File: config.mk
export PLATFORM = sky130hd
export DESIGN_NAME = c2h_stream_arbiter
export DESIGN_NICKNAME = d
export VERILOG_FILES = /design/src/rtl/c2h_stream_arbiter.sv
export SDC_FILE = /design/constraint.sdc
export NUM_CORES = 1
export LEC_CHECK = 0
export CAP_MARGIN = 20
export CORE_MARGIN = 1.5
export CORE_UTILIZATION = 44
export CTS_CLUSTER_DIAMETER = 30
export DETAILED_ROUTE_END_ITERATION = 10
export PLACE_DENSITY = 0.83
export SYNTH_ARGS = -nofsm -noshare
export SYNTH_HDL_FRONTEND = slang
export SYNTH_SLANG_ARGS = --single-unit
File: constraint.sdc
create_clock -name CLKReg -period 4.9 [get_ports CLKReg]
set_input_delay 1.225 -clock CLKReg [delete_from_list [all_inputs] [get_ports CLKReg]]
set_output_delay 1.225 -clock CLKReg [all_outputs]
set_load 0.05 [all_outputs]
File: src/rtl/c2h_stream_arbiter.sv
// Packet-granular round-robin arbiter sharing one xDMA C2H AXI-stream among up to four sources.
// Latency: one IDLE arbitration cycle per packet, then zero-register pass-through (one beat per cycle).
// Backpressure: s_axis_c2h_tready is forwarded combinationally to the granted source only; oversize packets are cut and drained.
module c2h_stream_arbiter #(
    parameter int NUM_SRC   = 2,
    parameter int DATA_W    = 64,
    parameter int MAX_BEATS = 256
) (
    input  logic                        CLKReg,
    input  logic                        axi_aresetn,
    input  logic [NUM_SRC-1:0]          src_enable,
    input  logic [NUM_SRC*DATA_W-1:0]   src_tdata,
    input  logic [NUM_SRC*DATA_W/8-1:0] src_tkeep,
    input  logic [NUM_SRC-1:0]          src_tlast,
    input  logic [NUM_SRC-1:0]          src_tvalid,
    output logic [NUM_SRC-1:0]          src_tready,
    output logic [DATA_W-1:0]           s_axis_c2h_tdata,
    output logic [DATA_W/8-1:0]         s_axis_c2h_tkeep,
    output logic                        s_axis_c2h_tlast,
    output logic                        s_axis_c2h_tvalid,
    input  logic                        s_axis_c2h_tready,
    output logic [NUM_SRC-1:0]          grant,
    output logic [NUM_SRC*32-1:0]       pkt_cnt,
    output logic [NUM_SRC*16-1:0]       trunc_cnt
);

    localparam int          KEEP_W    = DATA_W / 8;
    localparam int          IDX_W     = (NUM_SRC > 1) ? $clog2(NUM_SRC) : 1;
    localparam logic [15:0] LAST_BEAT = 16'(MAX_BEATS - 1);

    typedef enum logic [1:0] {
        IDLE  = 2'd0,
        XFER  = 2'd1,
        DRAIN = 2'd2
    } state_t;

    state_t             state_q, state_d;
    logic [NUM_SRC-1:0] grant_q, grant_d;
    // last_q doubles as the index of the current owner while XFER/DRAIN.
    logic [IDX_W-1:0]   last_q, last_d;
    logic [15:0]        beat_q, beat_d;
    logic [31:0]        pkt_cnt_q   [NUM_SRC];
    logic [31:0]        pkt_cnt_d   [NUM_SRC];
    logic [15:0]        trunc_cnt_q [NUM_SRC];
    logic [15:0]        trunc_cnt_d [NUM_SRC];

    logic [NUM_SRC-1:0] req;
    logic               win_vld;
    logic [IDX_W-1:0]   win_idx;

    logic [DATA_W-1:0]  g_tdata;
    logic [KEEP_W-1:0]  g_tkeep;
    logic               g_tvalid;
    logic               g_tlast;
    logic               at_max;

    assign g_tdata  = src_tdata[int'(last_q)*DATA_W +: DATA_W];
    assign g_tkeep  = src_tkeep[int'(last_q)*KEEP_W +: KEEP_W];
    assign g_tvalid = src_tvalid[last_q];
    assign g_tlast  = src_tlast[last_q];
    assign at_max   = (beat_q == LAST_BEAT);
    assign grant    = grant_q;

    // Cyclic search for the first enabled requester after last_q; descending k so the nearest one wins.
    always_comb begin
        req     = src_tvalid & src_enable;
        win_vld = 1'b0;
        win_idx = '0;
        for (int k = NUM_SRC; k >= 1; k--) begin
            if (req[(int'(last_q) + k) % NUM_SRC]) begin
                win_vld = 1'b1;
                win_idx = IDX_W'((int'(last_q) + k) % NUM_SRC);
            end
        end
    end

    // Next-state, counter updates and the combinational stream pass-through.
    always_comb begin
        state_d           = state_q;
        grant_d           = grant_q;
        last_d            = last_q;
        beat_d            = beat_q;
        pkt_cnt_d         = pkt_cnt_q;
        trunc_cnt_d       = trunc_cnt_q;
        src_tready        = '0;
        s_axis_c2h_tdata  = '0;
        s_axis_c2h_tkeep  = '0;
        s_axis_c2h_tlast  = 1'b0;
        s_axis_c2h_tvalid = 1'b0;

        case (state_q)
            IDLE: begin
                if (win_vld) begin
                    state_d          = XFER;
                    grant_d          = '0;
                    grant_d[win_idx] = 1'b1;
                    last_d           = win_idx;
                    beat_d           = '0;
                end
            end

            XFER: begin
                s_axis_c2h_tdata   = g_tdata;
                s_axis_c2h_tkeep   = g_tkeep;
                s_axis_c2h_tvalid  = g_tvalid;
                s_axis_c2h_tlast   = g_tlast | at_max;
                src_tready[last_q] = s_axis_c2h_tready;
                if (g_tvalid && s_axis_c2h_tready) begin
                    beat_d = beat_q + 16'd1;
                    if (g_tlast) begin
                        // A genuine tlast on the final allowed beat is a normal packet.
                        pkt_cnt_d[last_q] = pkt_cnt_q[last_q] + 32'd1;
                        state_d           = IDLE;
                        grant_d           = '0;
                    end else if (at_max) begin
                        pkt_cnt_d[last_q] = pkt_cnt_q[last_q] + 32'd1;
                        if (trunc_cnt_q[last_q] != 16'hFFFF) begin
                            trunc_cnt_d[last_q] = trunc_cnt_q[last_q] + 16'd1;
                        end
                        state_d = DRAIN;
                    end
                end
            end

            DRAIN: begin
                // Swallow the tail of the oversize packet; nothing reaches the xDMA.
                src_tready[last_q] = 1'b1;
                if (g_tvalid && g_tlast) begin
                    state_d = IDLE;
                    grant_d = '0;
                end
            end

            default: begin
                state_d = IDLE;
                grant_d = '0;
            end
        endcase
    end

    // State and counter registers with synchronous active-low reset.
    always_ff @(posedge CLKReg) begin
        if (!axi_aresetn) begin
            state_q <= IDLE;
            grant_q <= '0;
            last_q  <= IDX_W'(NUM_SRC - 1);
            beat_q  <= '0;
            for (int i = 0; i < NUM_SRC; i++) begin
                pkt_cnt_q[i]   <= '0;
                trunc_cnt_q[i] <= '0;
            end
        end else begin
            state_q <= state_d;
            grant_q <= grant_d;
            last_q  <= last_d;
            beat_q  <= beat_d;
            for (int i = 0; i < NUM_SRC; i++) begin
                pkt_cnt_q[i]   <= pkt_cnt_d[i];
                trunc_cnt_q[i] <= trunc_cnt_d[i];
            end
        end
    end

    for (genvar gi = 0; gi < NUM_SRC; gi++) begin : g_cnt_out
        assign pkt_cnt[gi*32 +: 32]   = pkt_cnt_q[gi];
        assign trunc_cnt[gi*16 +: 16] = trunc_cnt_q[gi];
    end

endmodule
# Yosys cells after proc, flatten, opt, wreduce, memory -nomap -nowiden
# Cells that the tools add are included.
# totals
register_bits	117
output_inout_bits	174
input_bits	153
# classes
n_reduce_logical	14
shifts	2
n_bitwise	7
n_mux	50
add_sub_neg	5
n_eq_ne	9
magnitude_cmp	8
# ops
cell	n
$mux W64	3
$mux W32	4
$shiftx A128 B8 Y64	1
$mux W16	6
$bwmux W64	1
$add A16 B1 Y16 const B	2
$add A32 B1 Y32 const B	1
$bwmux W32	1
$demux W32 S1	1
$pmux W16 S2	1
$mux W1	18
$demux W16 S1	1
$eq A16 B8 Y1 const B	1
$mux W2	8
$ne A16 B16 Y1 const B	1
$shiftx A16 B5 Y8	1
$pmux W2 S3	2
$mux W8	1
$ne A2 B2 Y1 const B	4
$reduce_and A4 Y1	2
$lt A2 B3 Y1 const B	2
$reduce_and A3 Y1	2
$logic_and A1 B1 Y1	5
$reduce_and A5 Y1	1
other kinds (18)	25

# Depth between registers and ports, before layout
# Gate-level depths: netlist (run 1).
# depth
depth_word	13
mapped_depth	18

# Worst setup path after synthesis (run 1)
# No wires, ideal clock.
# synth_timing
path_kind	reg-to-output
start	register last_q
end	output s_axis_c2h_tdata[55]
t_arrival_ps	2670
slack_ps	1005
path_stages_with_launch	13
path_cell_list	dfxtp_1 -> buf_6 -> buf_6 -> buf_8 -> buf_8 -> buf_6 -> buf_4 -> buf_2 -> buf_2 -> buf_2 -> buf_2 -> mux2i_1 -> nor2_1
# synth_via
elab_chain_cells	2
# synth_rtl
element	line_no	source
start, declared	40	logic [IDX_W-1:0] last_q, last_d;
start signal, assigned	146	last_q <= IDX_W'(NUM_SRC - 1);
start signal, assigned	155	last_q <= last_d;
$shiftx A128 B8 Y64	57	assign g_tdata = src_tdata[int'(last_q)*DATA_W +: DATA_W];
$mux W64	91	case (state_q)
end, declared	17	output logic [DATA_W-1:0] s_axis_c2h_tdata,
# No other way between the ends.

# Final worst setup path (run 1)
# layout_timing
start	register state_q[1]
end	output s_axis_c2h_tdata[25]
# layout_via
elab_chain_cells	2
# layout_rtl
element	line_no	source
start, declared	37	state_t state_q, state_d;
start signal, assigned	153	state_q <= state_d;
$eq A2 B1 Y1	91	
$mux W64	91	
# No other way between the ends.

==> results of run 1 <==
## report_power, final
group | switching, mW | internal, mW
logic | 0.637 | 0.395
clock network | 0.442 | 0.729
registers | 0.0354 | 0.959
## registers in the layout (all words and copies together) (netlist names)
signal	cells
grant	2
pkt_cnt	64
last_q	1
beat_q	16
state_q	2
trunc_cnt	32
## final cells by class
cell class	instances	area (um2)	area share [%]
timing repair buffer	342	3400	29.3
inverter	14	52.6	0.454
sequential	117	2350	20.3
clock buffer	22	474	4.09
clock inverter	9	78.8	0.681
multi-input combinational	763	4950	42.8
tap	225	282	2.43
## worst paths after layout
check,from,to,slack (ps),cells after the start
worst max-delay path,state_q[1],s_axis_c2h_tdata[25],610,6
worst max register to register,last_q,pkt_cnt[14],1050,7
worst min register to register,pkt_cnt[31],pkt_cnt[31],480,2
worst min-delay path,pkt_cnt[31],pkt_cnt[31],480,2
## worst register-to-register path: cells and delay by family, from the launching register on
family | cells | cell delay, ps
AO/OA/AOI/OAI | 2 | 440
adder cells (fa/ha/maj) | 1 | 240
buffers and inverters | 1 | 440
flip-flops | 1 | 1010
multiplexers | 1 | 210
AND/OR/NAND/NOR | 2 | 1440
## layout by cell type (no fill, tap or decap), drive strengths merged, types with 11 or more instances in the layout
| master | count |
|---|---|
| a21oi | 66 |
| buf | 16 |
| clkbuf | 22 |
| clkdlybuf4s50 | 326 |
| dfxtp | 117 |
| inv | 14 |
| mux2i | 95 |
| nand2 | 89 |
| nand2b | 15 |
| nand3 | 38 |
| nand3b | 11 |
| nand4 | 25 |
| nand4b | 18 |
| nor2 | 102 |
| nor3 | 25 |
| nor4 | 12 |
| o21ai | 33 |
| o2bb2ai | 12 |
| o31ai | 25 |
| or3 | 19 |
| or4 | 31 |
| xnor2 | 18 |
## per-layer routing
layer  share of wire [%]  vias to the layer above  GRT usage [%]
li1                    -                     4180              -
met1                  41                     4128           41.0
met2                  45                      486           48.7
met3                  11                       53           9.27
met4                 2.8                        6           10.3
met5                0.16                        -              0
## cell usage after synthesis (all sizes together), types with 4 or more instances
master / number
a21o: 4
a21oi: 66
a222oi: 4
a22oi: 10
a31oi: 5
and2: 8
and3: 10
and4: 6
buf: 20
clkbuf: 44
dfxtp: 117
ha: 6
inv: 14
mux2: 8
mux2i: 95
nand2: 89
nand2b: 15
nand3: 38
nand3b: 11
nand4: 25
nand4b: 18
nor2: 102
nor3: 25
nor4: 12
o211ai: 8
o21a: 4
o21ai: 33
o22ai: 4
o2bb2ai: 12
o31ai: 25
o41ai: 9
or2: 6
or3: 19
or4: 31
xnor2: 18
xor2: 8
## through the flow
step | power, mW | hold WS (ps) | cell area [um2] | utilization [%]
floorplan | 1.65 | 452 | 7650 | -
global placement | 2.03 | 452 | 11000 | 64.4
detailed placement | 2.04 | 465 | 11000 | 64.4
CTS | 3.20 | 475 | 11600 | 67.7
global route | 3.29 | 515 | 11600 | 67.7
finish | 3.20 | 476 | 11600 | 67.7
## cell families after synthesis
logic type / Yosys count
AND/OR/NAND/NOR: 423
AO/OA/AOI/OAI: 205
flip-flops: 117
multiplexers: 103
buffers and inverters: 78
XOR/XNOR: 26
adder cells (fa/ha/maj): 6
==> metrics.csv, run 1 <==
metric,value,unit
finalHoldViolCount,0,
rows,48,
fin_skew,15.3,ps
synthesis.instances,958,
coreArea,0.0171,mm2
synth_adder_area_share,0.981,%
synth_edf_count,0,
setup_tns,0,ps
setup_viol,0,
yosysTopAreaCell,dfxtp_1,
worst_slack,610,ps
slowest_delay,720,ps
wl_per_cell,19.8,um
outcome,"complete, no violations",
cp_max_fo,57,
rsz0062_at_grt,no,
syn_area,0.00765,mm2
critPathLaunchType,flop,
grt_pass1_wl,44000,um
yosysUniqueCellTypes,65,
cts_resized,0,
place_inst,1461,
drtIter0Drc,861,
worstSetupPathType,reg2out,
avgSynthCellArea,7.99,um2
synthXorXnorAreaFrac,2.98,%
die_area,0.0182,mm2
hpwlAfterDp,21900,um
max_clock_freq,233,MHz
clk_latency,430,ps
ant_nets,0,
synth_compound_gate_area_share,17.6,%
die_w,135,um
drt-total-wl,29600,um
ys.warnings.count,0,
required,3670,ps
place.gp.congestion,0.914,
fill_cells,1439,
cts_buffer_depth,2,
start_util,44.7,%
postCtsHoldBufs,0,
dr.pass1.iters,6,
p_leak,4.28,nW
slew_violations,0,
cts_root_buf,clkbuf_16,
post-cts-setup-buffers,0,
track_usage,31.1,%
async_flop_share,0,%
timing.final.crit_share,87.6,%
dp_slack,693,ps
synth_nets,1117,
critical-path-top-delay-family,buffers and inverters,
seq_area_frac_synth,30.6,%
io_pins,327,
layout-drive-gt1-share,5.60,%
tightest_slew,1070,ps
ir_drop,0.000256,V
drc,0,
cts_buffers,17,
cp_slowest_cell,clkdlybuf4s50_1,
syn_to_final_growth,51.3,%
cts_tree,built,
cts_sinks,117,
crit_path_end_kind,primary output,
power_density,276,mW/mm2
synth_mux_area_share,13.7,%
synth-main-ff-cell,dfxtp_1,
synth-seq-cells,117,
crit_buf_inv,4,
crit_chain,inv_1 > ha_1 > inv_2 > buf_4 > nor2_1 > clkdlybuf4s50_1,
drv_cap,0,
synth_area_leaders,"dfxtp_1, mux2i_1, nor2_1",
final_cells,1492,
die_h,135,um
min_period,4290,ps
hold_path.class,reg2reg,
clk_pin_slew,60,ps
portBuffers,326,
finalNetCount,1414,
overflow,0,
relSlewSlack,28.7,%
vias,8853,
grt_pass1_vias,7917,
antenna_found_initial,3,
grt_max_degree,66,
cp.arrival,3070,ps
viasPerCell,5.93,
synth_top_family_by_area,simple AND/OR/NAND/NOR gates,
yosysTopAreaCellShare,30.6,%
synth_simple_gate_area_share,29.5,%
htree_levels,4,
diodes,0,
Power figures use the tool's default switching activity.
==> run 2: changes to the inputs <==
Settings changed: CELL_PAD_IN_SITES_DETAIL_PLACEMENT set to 0, CELL_PAD_IN_SITES_GLOBAL_PLACEMENT set to 1, CORE_ASPECT_RATIO set to 1.4, CORE_UTILIZATION 44 to 45, DONT_BUFFER_PORTS set to 1, PLACE_DENSITY 0.83 to not set, PLACE_DENSITY_LB_ADDON set to 0.1.
==> run 2 against run 1 <==
Wire length is 5.2% lower. Hold slack better by 16 ps. Cell area is 29% lower. Sequential share of layout area is 8.1 points higher. Cell count is 23% lower. Fmax is 7.9% higher. Die area is 2.1% lower. Register-to-register slack better by 480 ps. Clock power hardly changed. Core utilization is 18 points lower. Critical endpoint is now s_axis_c2h_tdata[13].
==> metrics.csv, run 2 (synthesis gave the netlist of run 1 again) <==
metric,value,unit,change
outcome,"complete, no violations",,unchanged
finalNetCount,1083,,was 1414
timing.final.crit_share,81.2,%,was 87.6%
design_area,0.00827,mm2,was 0.0116 mm2
rsz0062_at_grt,no,,unchanged
r2r_slack,1530,ps,was 1050 ps
critPathLaunchType,flop,,unchanged
io_pins,327,,unchanged
final_common_cell,dfxtp_1,,was clkdlybuf4s50_1
grt_pass1_vias,7010,,was 7917
hpwlAfterDp,21500,um,was 21900 um
hold_path.class,reg2reg,,unchanged
overflow,0,,unchanged
max_clock_freq,251,MHz,was 233 MHz
min_period,3980,ps,was 4290 ps
cp.arrival,2750,ps,was 3070 ps
ant_nets,0,,unchanged
clk_pin_slew,50,ps,was 60 ps
p_leak,3.07,nW,was 4.28 nW
r2r_start,last_q,,unchanged
die_h,157,um,was 135 um
drc,0,,unchanged
start_util,45.9,%,was 44.7%
portBuffers,0,,was 326
antenna_found_initial,4,,was 3
die_area,0.0178,mm2,was 0.0182 mm2
track_usage,30.5,%,was 31.1%
drt-total-wl,28000,um,was 29600 um
power_density,346,mW/mm2,was 276 mW/mm2
cts_sinks,117,,unchanged
viasPerCell,6.67,,was 5.93
cp_max_fo,75,,was 57
ir_drop,0.000187,V,was 0.000256 V
coreArea,0.0167,mm2,was 0.0171 mm2
die_w,113,um,was 135 um
rr_worst_depth,6,,was 7
mostFrequentLayoutCells,"dfxtp_1, nor2_1, mux2i_1",,"was clkdlybuf4s50_1, dfxtp_1, nor2_1"
largest_reg_flops,64,,unchanged
worstSetupPathType,reg2out,,unchanged
clk_latency,430,ps,about the same
slew_violations,0,,unchanged
grt_max_degree,76,,was 66
cts_resized,0,,unchanged
required,3670,ps,about the same
hold_slack,492,ps,was 476 ps
setup_tns,0,ps,unchanged
rows,56,,was 48
wl_per_cell,24.6,um,was 19.8 um
postCtsHoldBufs,0,,unchanged
syn_to_final_growth,7.99,%,was 51.3%
finalHoldViolCount,0,,unchanged
grt_pass1_wl,41100,um,was 44000 um
place.gp.congestion,1.13,,was 0.914
fin_skew,12.3,ps,was 15.3 ps
tightest_slew,1140,ps,was 1070 ps
dr.pass1.iters,5,,was 6
layout-drive-gt1-share,7.36,%,was 5.60%
postPlaceCellArea,0.00770,mm2,was 0.0110 mm2
crit_path_end_kind,primary output,,unchanged
cts_root_buf,clkbuf_16,,unchanged
relSlewSlack,24.0,%,was 28.7%
r2r_end,pkt_cnt[22],,was pkt_cnt[14]
vias,7618,,was 8853
drtIter0Drc,570,,was 861
cts_buffer_depth,2,,unchanged
drv_cap,0,,unchanged
cp-endpoint,s_axis_c2h_tdata[13],,was s_axis_c2h_tdata[25]
htree_levels,4,,unchanged
cp-startpoint,last_q,,was state_q[1]
setup_viol,0,,unchanged
post-cts-setup-buffers,0,,unchanged
cts_tree,built,,unchanged
cts_buffers,17,,unchanged
==> run 2: report_power, final <==
| part | total, mW | switching [mW] | leakage (nW) | internal, mW |
|---|---|---|---|---|
| clock | 1.17 | 0.453 | 0.271 | 0.718 |
| combinational | 0.696 | 0.562 | 1.85 | 0.134 |
| sequential | 0.995 | 0.0359 | 0.943 | 0.959 |
| total | 2.86 | 1.05 | 3.07 | 1.81 |
==> run 2: critical path: stages (launching register included) <==
cell     delay [ps]
dfxtp_4         750
buf_12          460
mux2i_1         170
nor2_1          880
==> run 2: through the flow <==
| stage | std cells | util [%] | power, mW | setup WS [ps] |
|---|---|---|---|---|
| floorplan | 958 | - | 1.65 | 1010 |
| global placement | 1108 | 46.2 | 1.70 | 1480 |
| detailed placement | 1108 | 46.2 | 1.71 | 1420 |
| CTS | 1140 | 49.5 | 2.88 | 974 |
| global route | 1142 | 49.6 | 2.96 | 758 |
| finish | 1142 | 49.6 | 2.86 | 923 |
==> run 2: cell type report <==
class / count / area, um2
Clock buffer: 19 / 453
Timing Repair Buffer: 11 / 95.1
Clock inverter: 13 / 108
Fill cell: 1616 / 8410
Multi-Input combinational cell: 763 / 4950
Inverter: 14 / 52.6
Tap cell: 203 / 254
Sequential cell: 117 / 2350
Antenna cell: 2 / 5.00
==> run 2: metal layers <==
layer / part of all wire (%) / wire (um) / GRT usage [%] / up-vias
met5: 0.082 / 23 / 0 / -
met1: 38 / 10500 / 33.8 / 3672
met3: 8.6 / 2400 / 10.8 / 74
met4: 4.5 / 1270 / 16.5 / 4
met2: 49 / 13800 / 51.3 / 348
li1: - / - / - / 3520
==> run 2: worst min-delay path by stage <==
| stage | startpoint | slack (ps) | end | cells past startpoint |
|---|---|---|---|---|
| 2_1_floorplan | beat_q[15] | 450 | beat_q[15] | 2 |
| 3_3_place_gp | beat_q[15] | 460 | beat_q[15] | 2 |
| 3_5_place_dp | beat_q[15] | 480 | beat_q[15] | 2 |
| 4_1_cts | beat_q[15] | 490 | beat_q[15] | 2 |
| 5_1_grt | beat_q[5] | 510 | beat_q[5] | 2 |
| 6_report | beat_q[5] | 490 | beat_q[5] | 2 |
